<file path="src/rtl/decompressor8.sv">
// decompressor8: buffered word-to-wires expander.
// Accepts 8-bit words over valid/ready into a 2-entry FIFO and drives the
// head word as eight flop-driven single-bit outputs. Each head word is held
// for at least HOLD cycles before out_valid asserts. The consumer
// acknowledges each word with out_valid/out_ready.
// Optional feature: define DECOMP8_PARITY_EN to add the in_par input and the
// sticky par_err output. Words that fail the even-parity check complete
// their handshake but are not stored.
module decompressor8 #(
  parameter int unsigned HOLD = 1
) (
  input  logic       clk,
  input  logic       rst,
  input  logic [7:0] in,
  input  logic       in_valid,
  output logic       in_ready,
  output logic       o0,
  output logic       o1,
  output logic       o2,
  output logic       o3,
  output logic       o4,
  output logic       o5,
  output logic       o6,
  output logic       o7,
  output logic       out_valid,
  input  logic       out_ready,
  output logic [1:0] level
`ifdef DECOMP8_PARITY_EN
  ,
  input  logic       in_par,
  output logic       par_err
`endif
);

  localparam logic [3:0] HOLD_MAX = 4'(HOLD - 1);

  logic [7:0] mem [2];
  logic       wr_ptr;
  logic       rd_ptr;
  logic [1:0] count;
  logic [7:0] head_q;
  logic [3:0] hold_cnt;
  logic       handshake;
  logic       push;
  logic       pop;
  logic       head_load;
  logic [7:0] head_next;

  // A full FIFO refuses words even when a pop happens on the same edge.
  assign in_ready  = (count != 2'd2) && !rst;
  assign out_valid = (count != 2'd0) && (hold_cnt == HOLD_MAX);
  assign handshake = in_valid && in_ready;
  assign pop       = out_valid && out_ready;
  assign level     = count;

`ifdef DECOMP8_PARITY_EN
  // A bad-parity word still completes its handshake but is never stored.
  assign push = handshake && !(^{in, in_par});
`else
  assign push = handshake;
`endif

  assign {o7, o6, o5, o4, o3, o2, o1, o0} = head_q;

  // Work out whether a different word becomes head on the next edge and which one.
  always_comb begin
    head_load = 1'b0;
    head_next = head_q;
    if (pop && (count == 2'd2)) begin
      head_load = 1'b1;
      head_next = mem[~rd_ptr];
    end else if (push && ((count == 2'd0) || ((count == 2'd1) && pop))) begin
      head_load = 1'b1;
      head_next = in;
    end
  end

  // FIFO storage, pointers and occupancy count.
  always_ff @(posedge clk or posedge rst) begin
    if (rst) begin
      mem[0] <= 8'h00;
      mem[1] <= 8'h00;
      wr_ptr <= 1'b0;
      rd_ptr <= 1'b0;
      count  <= 2'd0;
    end else begin
      if (push) begin
        mem[wr_ptr] <= in;
        wr_ptr      <= ~wr_ptr;
      end
      if (pop) begin
        rd_ptr <= ~rd_ptr;
      end
      case ({push, pop})
        2'b10:   count <= count + 2'd1;
        2'b01:   count <= count - 2'd1;
        default: count <= count;
      endcase
    end
  end

  // Head output register: it keeps the last head when the FIFO drains, and the hold timer restarts for every new head.
  always_ff @(posedge clk or posedge rst) begin
    if (rst) begin
      head_q   <= 8'h00;
      hold_cnt <= 4'd0;
    end else if (head_load) begin
      head_q   <= head_next;
      hold_cnt <= 4'd0;
    end else if ((count != 2'd0) && (hold_cnt != HOLD_MAX)) begin
      hold_cnt <= hold_cnt + 4'd1;
    end
  end

`ifdef DECOMP8_PARITY_EN
  // Sticky flag for any handshake whose word failed the even-parity check.
  always_ff @(posedge clk or posedge rst) begin
    if (rst) begin
      par_err <= 1'b0;
    end else if (handshake && (^{in, in_par})) begin
      par_err <= 1'b1;
    end
  end
`endif

endmodule

</file>
<file path="config.mk">
export PLATFORM = sky130hd
export DESIGN_NAME = decompressor8
export DESIGN_NICKNAME = d
export VERILOG_FILES = /design/src/rtl/decompressor8.sv
export SDC_FILE = /design/constraint.sdc
export NUM_CORES = 1
export LEC_CHECK = 0
export CORE_MARGIN = 5
export CORE_UTILIZATION = 54
export DETAILED_ROUTE_END_ITERATION = 7
export GPL_TIMING_DRIVEN = 0
export PLACE_DENSITY_LB_ADDON = 0.12
export SYNTH_ARGS = -nofsm -noshare
export SYNTH_HDL_FRONTEND = slang
export SYNTH_SLANG_ARGS = --single-unit
</file>
<file path="constraint.sdc">
create_clock -name clk -period 3.6 [get_ports clk]
set_input_delay 0.36 -clock clk [delete_from_list [all_inputs] [get_ports clk]]
set_output_delay 0.36 -clock clk [all_outputs]
set_load 0.01 [all_outputs]
</file>
# After elaboration in Yosys (flattened, before gate mapping)
# Index checks and enable logic that the tools add are counted.
# Widths: inputs -> output; s select.
[totals] wordCells=54 out_inout_bits=12 regBits=32
[op_classes] n_reduce_logical=19 bitwise=4 addsub=3 magnitude_cmp=3 n_mux=13 n_eq_ne=5
[op_table] op="$mux 8" count=6
[op_table] op="$bwmux 16" count=1
[op_table] op="$logic_and 1x1->1" count=9
[op_table] op="$demux 8 s1" count=1
[op_table] op="$mux 4" count=2
[op_table] op="$reduce_bool 2->1" count=4
[op_table] op="$add 4x1->4 const B" count=1
[op_table] op="$eq 2x1->1 const B" count=2
[op_table] op="$eq 2x2->1 const B" count=2
[op_table] op="$ge 2x2->1 const B" count=2
[op_table] op="$logic_not 4->1" count=1
[op_table] op="$not 1->2" count=2
[op_table] op="$pmux 2 s2" count=1
[op_table] op="$reduce_bool 4->1" count=1
[op_table] op="$add 2x1->2 const B" count=1
[op_table] op="$logic_not 2->1" count=1
[op_table] op="$lt 2x1->1 const B" count=1
[op_table] op="$mux 1" count=2
[op_table] op="$ne 2x2->1 const B" count=1
[op_table] op="$not 1->1" count=2
[op_table] op="$reduce_and 2->1" count=1
[op_table] op="$sub 2x1->2 const B" count=1
[op_table] op="$logic_not 1->1" count=1
[op_table] op="$logic_or 1x1->1" count=1

# Longest topological paths before layout
[logic_depth] ltp_word=9 depth_mapped=8 depth_no_buf=8

# Worst setup path before layout
# OpenSTA, ideal clock, no wires.
[synth_timing] path_kind="reg-to-reg" from="register count[0], in the netlist level[0]" to="register head_q[0]" stages_incl_launch_ff=8 slack_ns=1.723 setup_time_ns=0.151 path_buffers=1 period_less_slack_ns=1.877 arrival_time_ns=1.726 t_required_ns=3.449 cell_sequence="dfrtp_1 -> inv_1 -> ha_1 -> nor4b_4 -> nand2_2 -> o21ai_2 -> buf_6 -> o221ai_1"
[synth_via] elab_chain_len=9
[synth_lines] element="from (decl)" line_no="40" source="logic [1:0] count;"
[synth_lines] element="from (signal assigned)" line_no="95" source="2'b10: count <= count + 2'd1;"
[synth_lines] element="from (signal assigned)" line_no="96" source="2'b01: count <= count - 2'd1;"
[synth_lines] element="from (signal assigned)" line_no="97" source="default: count <= count;"
[synth_lines] element="$reduce_bool 2->1 (*)" line_no="51" source="assign out_valid = (count != 2'd0) && (hold_cnt == HOLD_MAX);"
[synth_lines] element="$logic_and 1x1->1 (*)" line_no="51"
[synth_lines] element="net out_valid" line_no="25" source="output logic out_valid,"
[synth_lines] element="$logic_and 1x1->1 (*)" line_no="53" source="assign pop = out_valid && out_ready;"
[synth_lines] element="$logic_and 1x1->1" line_no="72" source="end else if (push && ((count == 2'd0) || ((count == 2'd1) && pop))) begin"
[synth_lines] element="$logic_or 1x1->1" line_no="72"
[synth_lines] element="$logic_and 1x1->1" line_no="72"
[synth_lines] element="$mux 1" line_no="72"
[synth_lines] element="$mux 1" line_no="69" source="if (pop && (count == 2'd2)) begin"
[synth_lines] element="$reduce_and 2->1 (no source line)"
[synth_lines] element="to (signal assigned)" line_no="108" source="head_q <= head_next;"
[synth_lines] element="to (decl)" line_no="41" source="logic [7:0] head_q;"
# The timed path passes the listed nets; every way through them passes the cells marked *.
# A chain may end at the register's enable or synchronous reset.

# Final worst setup path
[layout_timing] from="register count[0], in the netlist level[0]" to="output out_valid"
[layout_via] elab_chain_len=2
[layout_lines] element="$reduce_bool 2->1" line_no="51"
[layout_lines] element="$logic_and 1x1->1" line_no="51"
[layout_lines] element="to (decl)" line_no="25"
# Every way passes these cells.

==> flow_metrics.env <==
export IMPL_status="finished clean"
export IMPL_worst_slack_ns=1.17
export IMPL_start_util_pct=56.9
export IMPL_drive_gt1_share_pct=23.8
export IMPL_vias=1037
export IMPL_vdd_drop_max_mv=0.604
export IMPL_io_buffer_count=23
export IMPL_fin_tns_setup_ns=0
export IMPL_max_slew_margin_pct=53.1
export IMPL_path_delay_family="buffers and inverters"
export IMPL_first_global_vias=1129
export IMPL_dp_cells=190
export IMPL_crit_fanout=7
export IMPL_period_minus_slack_ns=2.43
export IMPL_drt_pre_antenna_iters=4
export IMPL_post_dp_hpwl_um=2130
export IMPL_cts_setup_buffers=0
export IMPL_worstSkewPairLatency_ns=0.33
export IMPL_io_pins=24
export IMPL_avgSynthCellArea_um2=11.6
export IMPL_clock_tree_buffer_depth=2
export IMPL_die_height_um=64.1
export IMPL_setup_viol_count_final=0
export IMPL_h_tree_depth=2
export IMPL_hold_path_class="input pin to asynchronous set/reset pin"
export IMPL_row_count=19
export IMPL_worst_path_stages=4
export IMPL_fmax_mhz=412
export IMPL_viasPerCell=5.21
export IMPL_antenna_cells=0
export IMPL_die_w_um=64.1
export IMPL_endpoint="out_valid"
export IMPL_grt_pass1_wl_um=5150
export IMPL_arrival_ns=2.07
export IMPL_cp_end_kind="primary output"
export IMPL_detail_route_antenna_nets=0
export IMPL_crit_path_cell_trace="inv_1, ha_1, nor4b_4, clkdlybuf4s50_1"
export IMPL_p_per_area_nw_per_um2=821
export IMPL_ys_seq_elements=32
export IMPL_crit_start="level[0]"
export IMPL_clock_skew_final_ns=0.00865
export IMPL_cpMaxStageDelayCell="clkdlybuf4s50_1"
export IMPL_yosysSeqAreaShare_pct=50.6
export IMPL_remaining_drc_errors=0
export IMPL_grt_max_degree=34
export IMPL_path_clk_slew_ns=0.10
export IMPL_finalMaxSlewViolations=0
export IMPL_core_um2=2780
export IMPL_crit_path_start_kind="flip-flop"
export IMPL_r2r_cells=6
export IMPL_crit_type="flip-flop to primary output"
export IMPL_finalCritPeriodShare_pct=67.4
export IMPL_numCtsBuffers=5
export IMPL_grt_ovfl_total=0
export IMPL_synth_distinct_cells=27
export IMPL_ys_warn_count=0
export IMPL_leakage_nw=0.883
export IMPL_gp_congestion=0.751
export IMPL_rr_startpoint="hold_cnt[0]"
export IMPL_grt_usage_pct=16.1
export IMPL_area_growth_pct=22.5
export IMPL_drv_cap=0
export IMPL_finalWirelength_um=2930
export IMPL_tightest_slew_ns=0.699
export IMPL_fin_nets=185
export IMPL_layout_commonest_cell="dfrtp_1"
export IMPL_cts_tree="built"
export IMPL_clock_sinks=32
export IMPL_avgRoutedWirePerCell_um=14.7
export IMPL_final_cell_mix="dfrtp_1, mux2_2, inv_1, clkdlybuf4s50_1, nand2_1"
export IMPL_post_synth_instance_area_um2=1580
export IMPL_post_place_ws_ns=0.830
export IMPL_drt_iter0_drc=35
export IMPL_syn_nets=154
export IMPL_rsz0062_at_grt="false"
export IMPL_cp_buffers_inverters=2
export IMPL_antenna_found_initial=0
export IMPL_die_area_um2=4110
export IMPL_r2r_end="head_q[6]"
export IMPL_final_hold_viol_count=0
export IMPL_cts_root_buf="clkbuf_4"
export IMPL_reg2reg_slack_ns=1.59
export IMPL_total_power_w=0.00159
export IMPL_syn_inst=136
export IMPL_worstPathRequired_ns=3.24
export IMPL_layout_cells_non_filler=199
export IMPL_cts_resized=0
export IMPL_cts_hold_buf=0
export IMPL_slowest_delay_ns=0.59
[Yosys cell counts]
cell type / number / area [µm²]
dfrtp_1: 32 / 801
o21ai_2: 1 / 8.76
ha_1: 6 / 75.1
a21oi_1: 1 / 5.00
o21ai_1: 1 / 5.00
xor2_1: 2 / 17.5
nor3b_1: 2 / 15.0
nand2_1: 11 / 41.3
nor2_4: 1 / 11.3
o221ai_1: 8 / 70.1
nand2_2: 1 / 6.26
buf_6: 1 / 11.3
mux2_2: 24 / 270
clkbuf_2: 1 / 5.00
o21ai_0: 2 / 10.0
clkbuf_1: 1 / 3.75
nor3b_2: 1 / 12.5
nor4b_4: 1 / 23.8
xnor2_1: 5 / 43.8
buf_2: 1 / 5.00
nand4b_1: 1 / 8.76
a31oi_1: 1 / 6.26
inv_1: 23 / 86.3
nor2_1: 5 / 18.8
and3_2: 1 / 7.51
and2_1: 1 / 6.26
and3_1: 1 / 6.26
[power by group]
part / internal, W / switching (W)
clock: 0.0000963 / 0.000113
combinational: 0.000418 / 0.000305
sequential: 0.000542 / 0.000115
[flip-flops by register name (all words and copies together), names as in the netlist]
name      cells
wr_ptr        1
head_q        8
mem          16
hold_cnt      4
rd_ptr        1
level         2
[how the worst min path moves through the flow]
stage / endpoint / slack (ns) / cells past startpoint
finish: head_q[4] / 0.46 / 2
floorplan: mem[10] / 0.47 / 1
global route: head_q[4] / 0.50 / 2
CTS: mem[6] / 0.51 / 1
detailed placement: mem[6] / 0.49 / 1
global placement: mem[10] / 0.48 / 1
[routing by layer]
layer / up-vias / GRT usage [%] / part of all wire, %
met5: - / 0 / 0
met4: 0 / 3.82 / 0.27
met3: 2 / 6.30 / 5.4
met2: 21 / 27.0 / 51
met1: 496 / 19.6 / 43
li1: 518 / - / -
[cell type report]
class	instances	area, µm²
plain buffers	4	25.0
well taps	31	38.8
inverters	23	86.3
flip-flops and latches	32	801
repair buffers	24	258
fillers	226	845
clock buffers	8	58.8
multi-input cells	77	669
[per-stage QoR]
stage               util [%]  area, µm²  hold WS (ns)
CTS                     68.6       1910         0.513
floorplan                  -       1580         0.475
global route            69.6       1940         0.496
finish                  69.6       1940         0.463
detailed placement      66.5       1850         0.492
global placement        66.5       1850         0.483
[cells by family (layout without fill, tap and decap cells)]
| family | count (synthesis) | count (layout) | share of synthesized area (%) |
|---|---|---|---|
| AND/OR/NAND/NOR | 26 | 26 | 9.97 |
| multiplexers | 24 | 24 | 17.1 |
| flip-flops | 32 | 32 | 50.6 |
| AO/OA/AOI/OAI | 14 | 14 | 6.65 |
| adder cells (fa/ha/maj) | 6 | 6 | 4.75 |
| XOR/XNOR | 7 | 7 | 3.88 |
| buffers and inverters | 27 | 59 | 7.04 |
No activity file was read; power rests on OpenSTA's default activity.
